`src/rtl/elevator_scheduler.sv`:
```
// SCAN elevator car scheduler: latches floor calls, sequences travel and door
// timing from a tick enable, and registers position, target and state outputs.
module elevator_scheduler_chk #(
  parameter int NUM_FLOORS = 8,
  parameter int FLOOR_W    = $clog2(NUM_FLOORS)
) (
  input logic                  clk,
  input logic                  nrst,
  input logic [FLOOR_W-1:0]    floor,
  input logic [1:0]            state,
  input logic [NUM_FLOORS-1:0] dest
);

  // Car stays inside the shaft, never moves past an end floor, target is one-hot
  always @(posedge clk) begin
    if (nrst) begin
      assert ({1'b0, floor} < (FLOOR_W+1)'(NUM_FLOORS))
        else $error("current_floor out of range");
      assert (!(state == 2'b01 && floor == FLOOR_W'(NUM_FLOORS-1)))
        else $error("moving up from top floor");
      assert (!(state == 2'b10 && floor == FLOOR_W'(0)))
        else $error("moving down from bottom floor");
      assert ($onehot(dest))
        else $error("destination not one-hot");
    end
  end

endmodule

module elevator_scheduler #(
  parameter int NUM_FLOORS   = 8,
  parameter int FLOOR_W      = $clog2(NUM_FLOORS),
  parameter int TRAVEL_TICKS = 4,
  parameter int DOOR_TICKS   = 3
) (
  input  logic                  clk,
  input  logic                  nrst,
  input  logic                  tick,
  input  logic [NUM_FLOORS-1:0] call_req,
  output logic [FLOOR_W-1:0]    current_floor,
  output logic [NUM_FLOORS-1:0] destination,
  output logic [1:0]            sim_state,
  output logic [NUM_FLOORS-1:0] pending,
  output logic                  dir_up
);

  localparam logic [1:0] ST_IDLE = 2'b00;
  localparam logic [1:0] ST_UP   = 2'b01;
  localparam logic [1:0] ST_DOWN = 2'b10;
  localparam logic [1:0] ST_DOOR = 2'b11;

  localparam int TMR_MAX = (TRAVEL_TICKS > DOOR_TICKS) ? TRAVEL_TICKS : DOOR_TICKS;
  localparam int TMR_W   = (TMR_MAX > 1) ? $clog2(TMR_MAX) : 1;
  localparam logic [TMR_W-1:0]   TRAVEL_LAST = TMR_W'(TRAVEL_TICKS - 1);
  localparam logic [TMR_W-1:0]   DOOR_LAST   = TMR_W'(DOOR_TICKS - 1);
  localparam logic [TMR_W-1:0]   TMR_ONE     = TMR_W'(1);
  localparam logic [FLOOR_W-1:0] FLOOR_ONE   = FLOOR_W'(1);

  function automatic logic [NUM_FLOORS-1:0] floor_onehot(input logic [FLOOR_W-1:0] f);
    logic [NUM_FLOORS-1:0] oh;
    for (int i = 0; i < NUM_FLOORS; i++) begin
      oh[i] = (FLOOR_W'(i) == f);
    end
    return oh;
  endfunction

  function automatic logic [NUM_FLOORS-1:0] mask_above(input logic [NUM_FLOORS-1:0] p,
                                                       input logic [FLOOR_W-1:0]    f);
    logic [NUM_FLOORS-1:0] m;
    for (int i = 0; i < NUM_FLOORS; i++) begin
      m[i] = p[i] & (FLOOR_W'(i) > f);
    end
    return m;
  endfunction

  function automatic logic [NUM_FLOORS-1:0] mask_below(input logic [NUM_FLOORS-1:0] p,
                                                       input logic [FLOOR_W-1:0]    f);
    logic [NUM_FLOORS-1:0] m;
    for (int i = 0; i < NUM_FLOORS; i++) begin
      m[i] = p[i] & (FLOOR_W'(i) < f);
    end
    return m;
  endfunction

  // Nearest call ahead wins; lowest bit above and highest bit below are the nearest ones
  function automatic logic [NUM_FLOORS-1:0] pick_dest(input logic [NUM_FLOORS-1:0] p,
                                                      input logic [FLOOR_W-1:0]    f,
                                                      input logic                  up);
    logic [NUM_FLOORS-1:0] m_up, m_dn, rev, rev_lo, near_up, near_dn, res;
    m_up    = mask_above(p, f);
    m_dn    = mask_below(p, f);
    near_up = m_up & (~m_up + NUM_FLOORS'(1));
    for (int i = 0; i < NUM_FLOORS; i++) begin
      rev[i] = m_dn[NUM_FLOORS-1-i];
    end
    rev_lo = rev & (~rev + NUM_FLOORS'(1));
    for (int i = 0; i < NUM_FLOORS; i++) begin
      near_dn[i] = rev_lo[NUM_FLOORS-1-i];
    end
    res = up ? ((|m_up) ? near_up : near_dn) : ((|m_dn) ? near_dn : near_up);
    return (|res) ? res : floor_onehot(f);
  endfunction

  logic [1:0]            r_state;
  logic [FLOOR_W-1:0]    r_floor;
  logic [NUM_FLOORS-1:0] r_pending;
  logic                  r_dir_up;
  logic [TMR_W-1:0]      r_timer;
  logic [NUM_FLOORS-1:0] r_dest;

  logic [1:0]            w_state_nxt;
  logic [FLOOR_W-1:0]    w_floor_nxt;
  logic [NUM_FLOORS-1:0] w_pending_nxt;
  logic                  w_dir_nxt;
  logic [TMR_W-1:0]      w_timer_nxt;
  logic [NUM_FLOORS-1:0] w_dest_nxt;
  logic [NUM_FLOORS-1:0] w_here_oh;
  logic [NUM_FLOORS-1:0] w_set;
  logic [NUM_FLOORS-1:0] w_clr;
  logic [FLOOR_W-1:0]    w_floor_step;
  logic                  w_above;
  logic                  w_below;
  logic [1:0]            w_pick_state;
  logic                  w_pick_dir;

  assign w_here_oh    = floor_onehot(r_floor);
  assign w_above      = |mask_above(r_pending, r_floor);
  assign w_below      = |mask_below(r_pending, r_floor);
  assign w_floor_step = (r_state == ST_UP) ? (r_floor + FLOOR_ONE) : (r_floor - FLOOR_ONE);
  // A press at the open-door floor only holds the door, it never becomes a call
  assign w_set        = (r_state == ST_DOOR) ? (call_req & ~w_here_oh) : call_req;

  // SCAN choice: keep heading while work lies ahead, otherwise turn, otherwise rest
  always_comb begin
    w_pick_state = ST_IDLE;
    w_pick_dir   = r_dir_up;
    if (r_dir_up && w_above) begin
      w_pick_state = ST_UP;
      w_pick_dir   = 1'b1;
    end else if (!r_dir_up && w_below) begin
      w_pick_state = ST_DOWN;
      w_pick_dir   = 1'b0;
    end else if (w_above) begin
      w_pick_state = ST_UP;
      w_pick_dir   = 1'b1;
    end else if (w_below) begin
      w_pick_state = ST_DOWN;
      w_pick_dir   = 1'b0;
    end else begin
      w_pick_state = ST_IDLE;
      w_pick_dir   = r_dir_up;
    end
  end

  // Next-state, position, timer and call-clear decisions
  always_comb begin
    w_state_nxt = r_state;
    w_floor_nxt = r_floor;
    w_dir_nxt   = r_dir_up;
    w_timer_nxt = r_timer;
    w_clr       = '0;
    case (r_state)
      ST_IDLE: begin
        w_timer_nxt = '0;
        if (r_pending[r_floor]) begin
          w_state_nxt = ST_DOOR;
          w_clr       = w_here_oh;
        end else begin
          w_state_nxt = w_pick_state;
          w_dir_nxt   = w_pick_dir;
        end
      end
      ST_UP, ST_DOWN: begin
        if (tick && r_timer == TRAVEL_LAST) begin
          w_timer_nxt = '0;
          w_floor_nxt = w_floor_step;
          if (r_pending[w_floor_step]) begin
            w_state_nxt = ST_DOOR;
            w_clr       = floor_onehot(w_floor_step);
          end else begin
            w_state_nxt = r_state;
          end
        end else if (tick) begin
          w_timer_nxt = r_timer + TMR_ONE;
        end else begin
          w_timer_nxt = r_timer;
        end
      end
      ST_DOOR: begin
        if (call_req[r_floor]) begin
          w_timer_nxt = '0;
        end else if (tick && r_timer == DOOR_LAST) begin
          w_state_nxt = w_pick_state;
          w_dir_nxt   = w_pick_dir;
          w_timer_nxt = '0;
        end else if (tick) begin
          w_timer_nxt = r_timer + TMR_ONE;
        end else begin
          w_timer_nxt = r_timer;
        end
      end
      default: begin
        w_state_nxt = ST_IDLE;
        w_timer_nxt = '0;
      end
    endcase
    w_pending_nxt = (r_pending | w_set) & ~w_clr;
  end

  assign w_dest_nxt = pick_dest(w_pending_nxt, w_floor_nxt, w_dir_nxt);

  // Car state registers; reset parks the car at floor 0 with no calls
  always_ff @(posedge clk or negedge nrst) begin
    if (!nrst) begin
      r_state   <= ST_IDLE;
      r_floor   <= '0;
      r_pending <= '0;
      r_dir_up  <= 1'b1;
      r_timer   <= '0;
      r_dest    <= NUM_FLOORS'(1);
    end else begin
      r_state   <= w_state_nxt;
      r_floor   <= w_floor_nxt;
      r_pending <= w_pending_nxt;
      r_dir_up  <= w_dir_nxt;
      r_timer   <= w_timer_nxt;
      r_dest    <= w_dest_nxt;
    end
  end

  assign current_floor = r_floor;
  assign destination   = r_dest;
  assign sim_state     = r_state;
  assign pending       = r_pending;
  assign dir_up        = r_dir_up;

  elevator_scheduler_chk #(
    .NUM_FLOORS (NUM_FLOORS),
    .FLOOR_W    (FLOOR_W)
  ) u_chk (
    .clk   (clk),
    .nrst  (nrst),
    .floor (r_floor),
    .state (r_state),
    .dest  (r_dest)
  );

endmodule

```
`config.mk`:
```
export PLATFORM = sky130hd
export DESIGN_NAME = elevator_scheduler
export DESIGN_NICKNAME = d
export VERILOG_FILES = /design/src/rtl/elevator_scheduler.sv
export SDC_FILE = /design/constraint.sdc
export NUM_CORES = 1
export LEC_CHECK = 0
export ABC_AREA = 1
export CORE_ASPECT_RATIO = 0.5
export CORE_MARGIN = 1.5
export CORE_UTILIZATION = 63
export CTS_BUF_LIST = sky130_fd_sc_hd__clkbuf_8
export DETAILED_ROUTE_END_ITERATION = 16
export PLACE_DENSITY = 0.89
export RECOVER_POWER = 25
export SLEW_MARGIN = 30
export SYNTH_ARGS = -nofsm -noshare
export SYNTH_HDL_FRONTEND = slang
export SYNTH_SLANG_ARGS = --single-unit
```
`constraint.sdc`:
```
create_clock -name clk -period 5.4 [get_ports clk]
set_clock_uncertainty 0.1 [all_clocks]
set_input_delay 1.35 -clock clk [delete_from_list [all_inputs] [get_ports clk]]
set_output_delay 1.35 -clock clk [all_outputs]
set_load 0.01 [all_outputs]
```
==> flow_summary.yaml <==
worst_setup_path:
  cp_capture_type: "register"
  critPathBufInv: 3
  cpPeakStageDelay_ns: 0.57
  critical_path_stages: 22
  worst-r2r-setup-slack_ns: 1.65
  crit_path_frequent_cell: "sky130_fd_sc_hd__nand2_1"
  type_of_origin_of_the_critical_path: "primary input"
  critical_path.reg2reg.startpoint: "current_floor[0]$_DFF_PN0_"
  crit_path_cells: "clkdlybuf4s50_1 -> nand2_2 -> nor2_8 -> inv_4 -> nor2_4 -> nand2_1 -> nor2_1 -> nand2_1 -> nand2_1 -> nand2_1 -> nand3_1 -> nand2_2 -> nor2_4 -> nand2_1 -> nor2_1 -> nand2_1 -> nand2_1 -> inv_2 -> nand2_2 -> nor2_4 -> nand3_1 -> nand2_1"
  worst_ep_arrival_time_ns: 3.97
  regToRegEndpoint: "destination[2]$_DFF_PN0_"
  worstPathRequired_ns: 5.47
  critical_path.slowest_cell: "sky130_fd_sc_hd__clkdlybuf4s50_1"
  reg2regPathDepth: 24
  crit_family: "simple AND/OR/NAND/NOR gates"
  critical_path_peak_fanout: 8
  criticalPathCategory: "in -> reg"
global_routing:
  grt_start_max_net_pins: 25
  grt_use_total_pct: 33.40
  globalRoute.totalOverflow: 0
  first_pass_grt_wire_length_mm: 11.96
  antenna_found_initial: 0
  first_global_vias: 2656
sta:
  report.final.slew_viol_count: 0
  grt_setup_unrepaired: "no"
  clock.fmax_mhz: 256.7
  timing.setup.tns_ns: 0
  final.period_utilization_pct: 72.14
  finalSetupViolCount: 0
  tightestPinTransition_ns: 1.422
  hold_slack_ns: 0.4915
  slew_headroom_pct: 5.223
  final_hold_viol_count: 0
  fin_crit_ns: 3.896
layout:
  finalNetCount: 488
  n_fill_cell: 333
  num_antenna_cells: 0
  post_route_cells_drive_above_1_share_pct: 13.39
  syn2layout_area_growth_pct: 15.48
  fin_area_mm2: 0.003080
detailed_routing:
  drtAntennaViolNets: 0
  drt-vias-per-instance: 5.665
  detail_route.drc_violations: 0
  num_vias: 2929
  first_pass_iters: 5
  avgRoutedWirePerCell_um: 14.65
  initialDrtViolationCount: 312
  route.final.wire_length_mm: 7.575
logic_synthesis:
  postSynthRegisterBits: 24
  syn-num-nets: 457
  ys_dominant_reg_cell: "sky130_fd_sc_hd__dfrtp_1"
  post_synth_top_cells: "169 x sky130_fd_sc_hd__nand2_1, 47 x sky130_fd_sc_hd__inv_1, 39 x sky130_fd_sc_hd__nand3_1"
  synth_top_cell_area_share_pct: 23.78
  synth.distinct_cells: 37
  cell_accounting_for_the_most_synthesized_area: "sky130_fd_sc_hd__nand2_1"
  synth_warnings: 0
  seq_area_frac_synth_pct: 22.61
  synth-async-reset-ratio_pct: 100.0
  synth_area_per_cell_um2: 6.161
  syn_inst: 433
  count_of_flip_flops_with_a_built_in_enable_after_synthesis: 0
  synth_most_common_cell: "sky130_fd_sc_hd__nand2_1"
  yosys-top-cells-area: "sky130_fd_sc_hd__nand2_1 24%, sky130_fd_sc_hd__dfrtp_1 21%, sky130_fd_sc_hd__nand3_1 7.3%, sky130_fd_sc_hd__inv_1 6.6%, sky130_fd_sc_hd__ha_1 6.1%"
  syn-cell-area_mm2: 0.002668
worst_hold_path:
  end_point_of_the_worst_hold_path: "r_timer[0]$_DFF_PN0_"
  min_path_type: "reg -> reg"
  hold-path-cell-count: 2
  hold_start: "r_timer[0]$_DFF_PN0_"
pwr:
  power_density_mw_per_mm2: 616.9
  post-layout-total-power_mw: 1.900
  ir_worst_vdd_mv: 0.5171
  p_leak_nw: 1.740
placed_design:
  globalplace.congestion: 0.9950
  placement.cell_area_mm2: 0.003010
  placement.io_buffers: 32
  final_hpwl_dp_mm: 5.930
cts:
  clkTransAtPathRegs_ns: 0.10
  insertion_delay_ns: 0.28
  cts_hold_buffers: 0
  post_cts.repair.setup_buffers: 0
  cts_tree: "yes"
  clock_buffers_created_by_tritoncts: 3
  cts-root-to-sink-buffers: 2
  clk_root_buffer_cell: "sky130_fd_sc_hd__clkbuf_8"
  cts_repair_resize_count: 0
  cts_sinks: 24
  ctsHtreeMaxLevel: 1
floorplanning:
  fp.dieW_um: 95.03
  io-pin-count: 33
  initial_core_util_pct: 66.96
  rows: 16
  core_area_mm2: 0.003984
  die_area_mm2: 0.004657
  die_height_um: 49.01
run:
  drv_cap: 0
status:
  result_of_the_run: "finished, final reports clean"
==> stage by stage <==
stage	setup WS [ns]	std cells	utilization [%]
2_1_floorplan	2.255	433	-
3_3_place_gp	1.357	513	75.69
3_5_place_dp	1.290	513	75.57
4_1_cts	1.575	517	77.36
5_1_grt	1.359	517	77.32
6_report	1.504	517	77.32
==> cell usage in the layout (no fill, tap or decap), drive strengths merged <==
cell type,synthesis,final
a211oi,1,1
a21boi,1,1
a21o,1,1
a21oi,11,11
a22o,1,1
bufinv,0,1
clkbuf,1,4
clkdlybuf4s50,0,31
dfrtp,22,22
dfstp,2,2
ha,13,13
inv,61,61
nand2,188,188
nand3,42,42
nand3b,2,2
nand4,12,12
nor2,42,42
nor3,7,7
o21ai,17,17
o21bai,1,1
o22ai,2,2
xnor2,1,1
==> final cells by class <==
| cell class | count | area (um2) | area share, % |
|---|---|---|---|
| well taps | 54 | 67.56 | 2.193 |
| flip-flops and latches | 24 | 603.1 | 19.58 |
| clock inverters | 1 | 30.03 | 0.9748 |
| clock buffers | 3 | 41.29 | 1.340 |
| repair buffers | 32 | 314.1 | 10.19 |
| multi-input cells | 342 | 1788 | 58.04 |
| inverters | 61 | 236.5 | 7.677 |
==> logic make-up (layout without fill, tap and decap cells) <==
group / Yosys count / in the layout / synth area share (%)
buf+inv: 67 / 97 / 10.37
xor+xnor: 1 / 1 / 0.3284
flops: 24 / 24 / 22.61
simple gates: 293 / 293 / 52.16
compound gates: 35 / 35 / 8.443
fa+ha+maj: 13 / 13 / 6.098
==> worst max path at each step <==
stage	startpoint	end	slack (ns)
2_1_floorplan	tick	destination[1]$_DFF_PN0_	2.25
3_3_place_gp	tick	destination[5]$_DFF_PN0_	1.36
3_5_place_dp	tick	destination[2]$_DFF_PN0_	1.29
4_1_cts	tick	destination[2]$_DFF_PN0_	1.57
5_1_grt	tick	destination[2]$_DFF_PN0_	1.36
6_report	tick	destination[2]$_DFF_PN0_	1.50
==> worst register-to-register path: stages, from the launching register on <==
cell                      delay [ns]
sky130_fd_sc_hd__dfrtp_1        0.77
sky130_fd_sc_hd__inv_2          0.33
sky130_fd_sc_hd__ha_1           0.41
sky130_fd_sc_hd__inv_1          0.08
sky130_fd_sc_hd__nand2_1        0.05
sky130_fd_sc_hd__nand2_1        0.16
sky130_fd_sc_hd__nand2_1        0.07
sky130_fd_sc_hd__nand2_1        0.10
sky130_fd_sc_hd__nand2_1        0.07
sky130_fd_sc_hd__nand2_2        0.12
sky130_fd_sc_hd__nand2_1        0.06
sky130_fd_sc_hd__nand2_1        0.09
sky130_fd_sc_hd__nand2_1        0.13
sky130_fd_sc_hd__nand3_1        0.15
sky130_fd_sc_hd__nand2_1        0.08
sky130_fd_sc_hd__nor2_2         0.20
sky130_fd_sc_hd__nand2_4        0.08
sky130_fd_sc_hd__nand2_4        0.09
sky130_fd_sc_hd__nand2_1        0.10
sky130_fd_sc_hd__nand2_1        0.10
sky130_fd_sc_hd__inv_2          0.04
sky130_fd_sc_hd__nand2_2        0.06
sky130_fd_sc_hd__nor2_4         0.06
sky130_fd_sc_hd__nand3_1        0.10
sky130_fd_sc_hd__nand2_1        0.06
==> sequential cells by signal (all words and copies together), names as in the netlist <==
| signal | cells |
|---|---|
| current_floor | 3 |
| destination | 8 |
| dir_up | 1 |
| pending | 8 |
| r_timer | 2 |
| sim_state | 2 |
==> routing by layer <==
| metal | GRT usage (%) | vias to the layer above | part of all wire [%] |
|---|---|---|---|
| met5 | 0 | - | 0 |
| met4 | 5.224 | 0 | 0.37 |
| met3 | 11.21 | 6 | 12 |
| met2 | 54.17 | 167 | 45 |
| met1 | 43.96 | 1337 | 43 |
| li1 | - | 1419 | - |
==> report_power, final <==
group | total, mW | internal [mW] | switching (mW)
logic | 1.41 | 0.477 | 0.932
registers | 0.325 | 0.242 | 0.0834
clock network | 0.166 | 0.0993 | 0.0663
total | 1.90 | 0.818 | 1.08
Power figures use the tool's default switching activity.
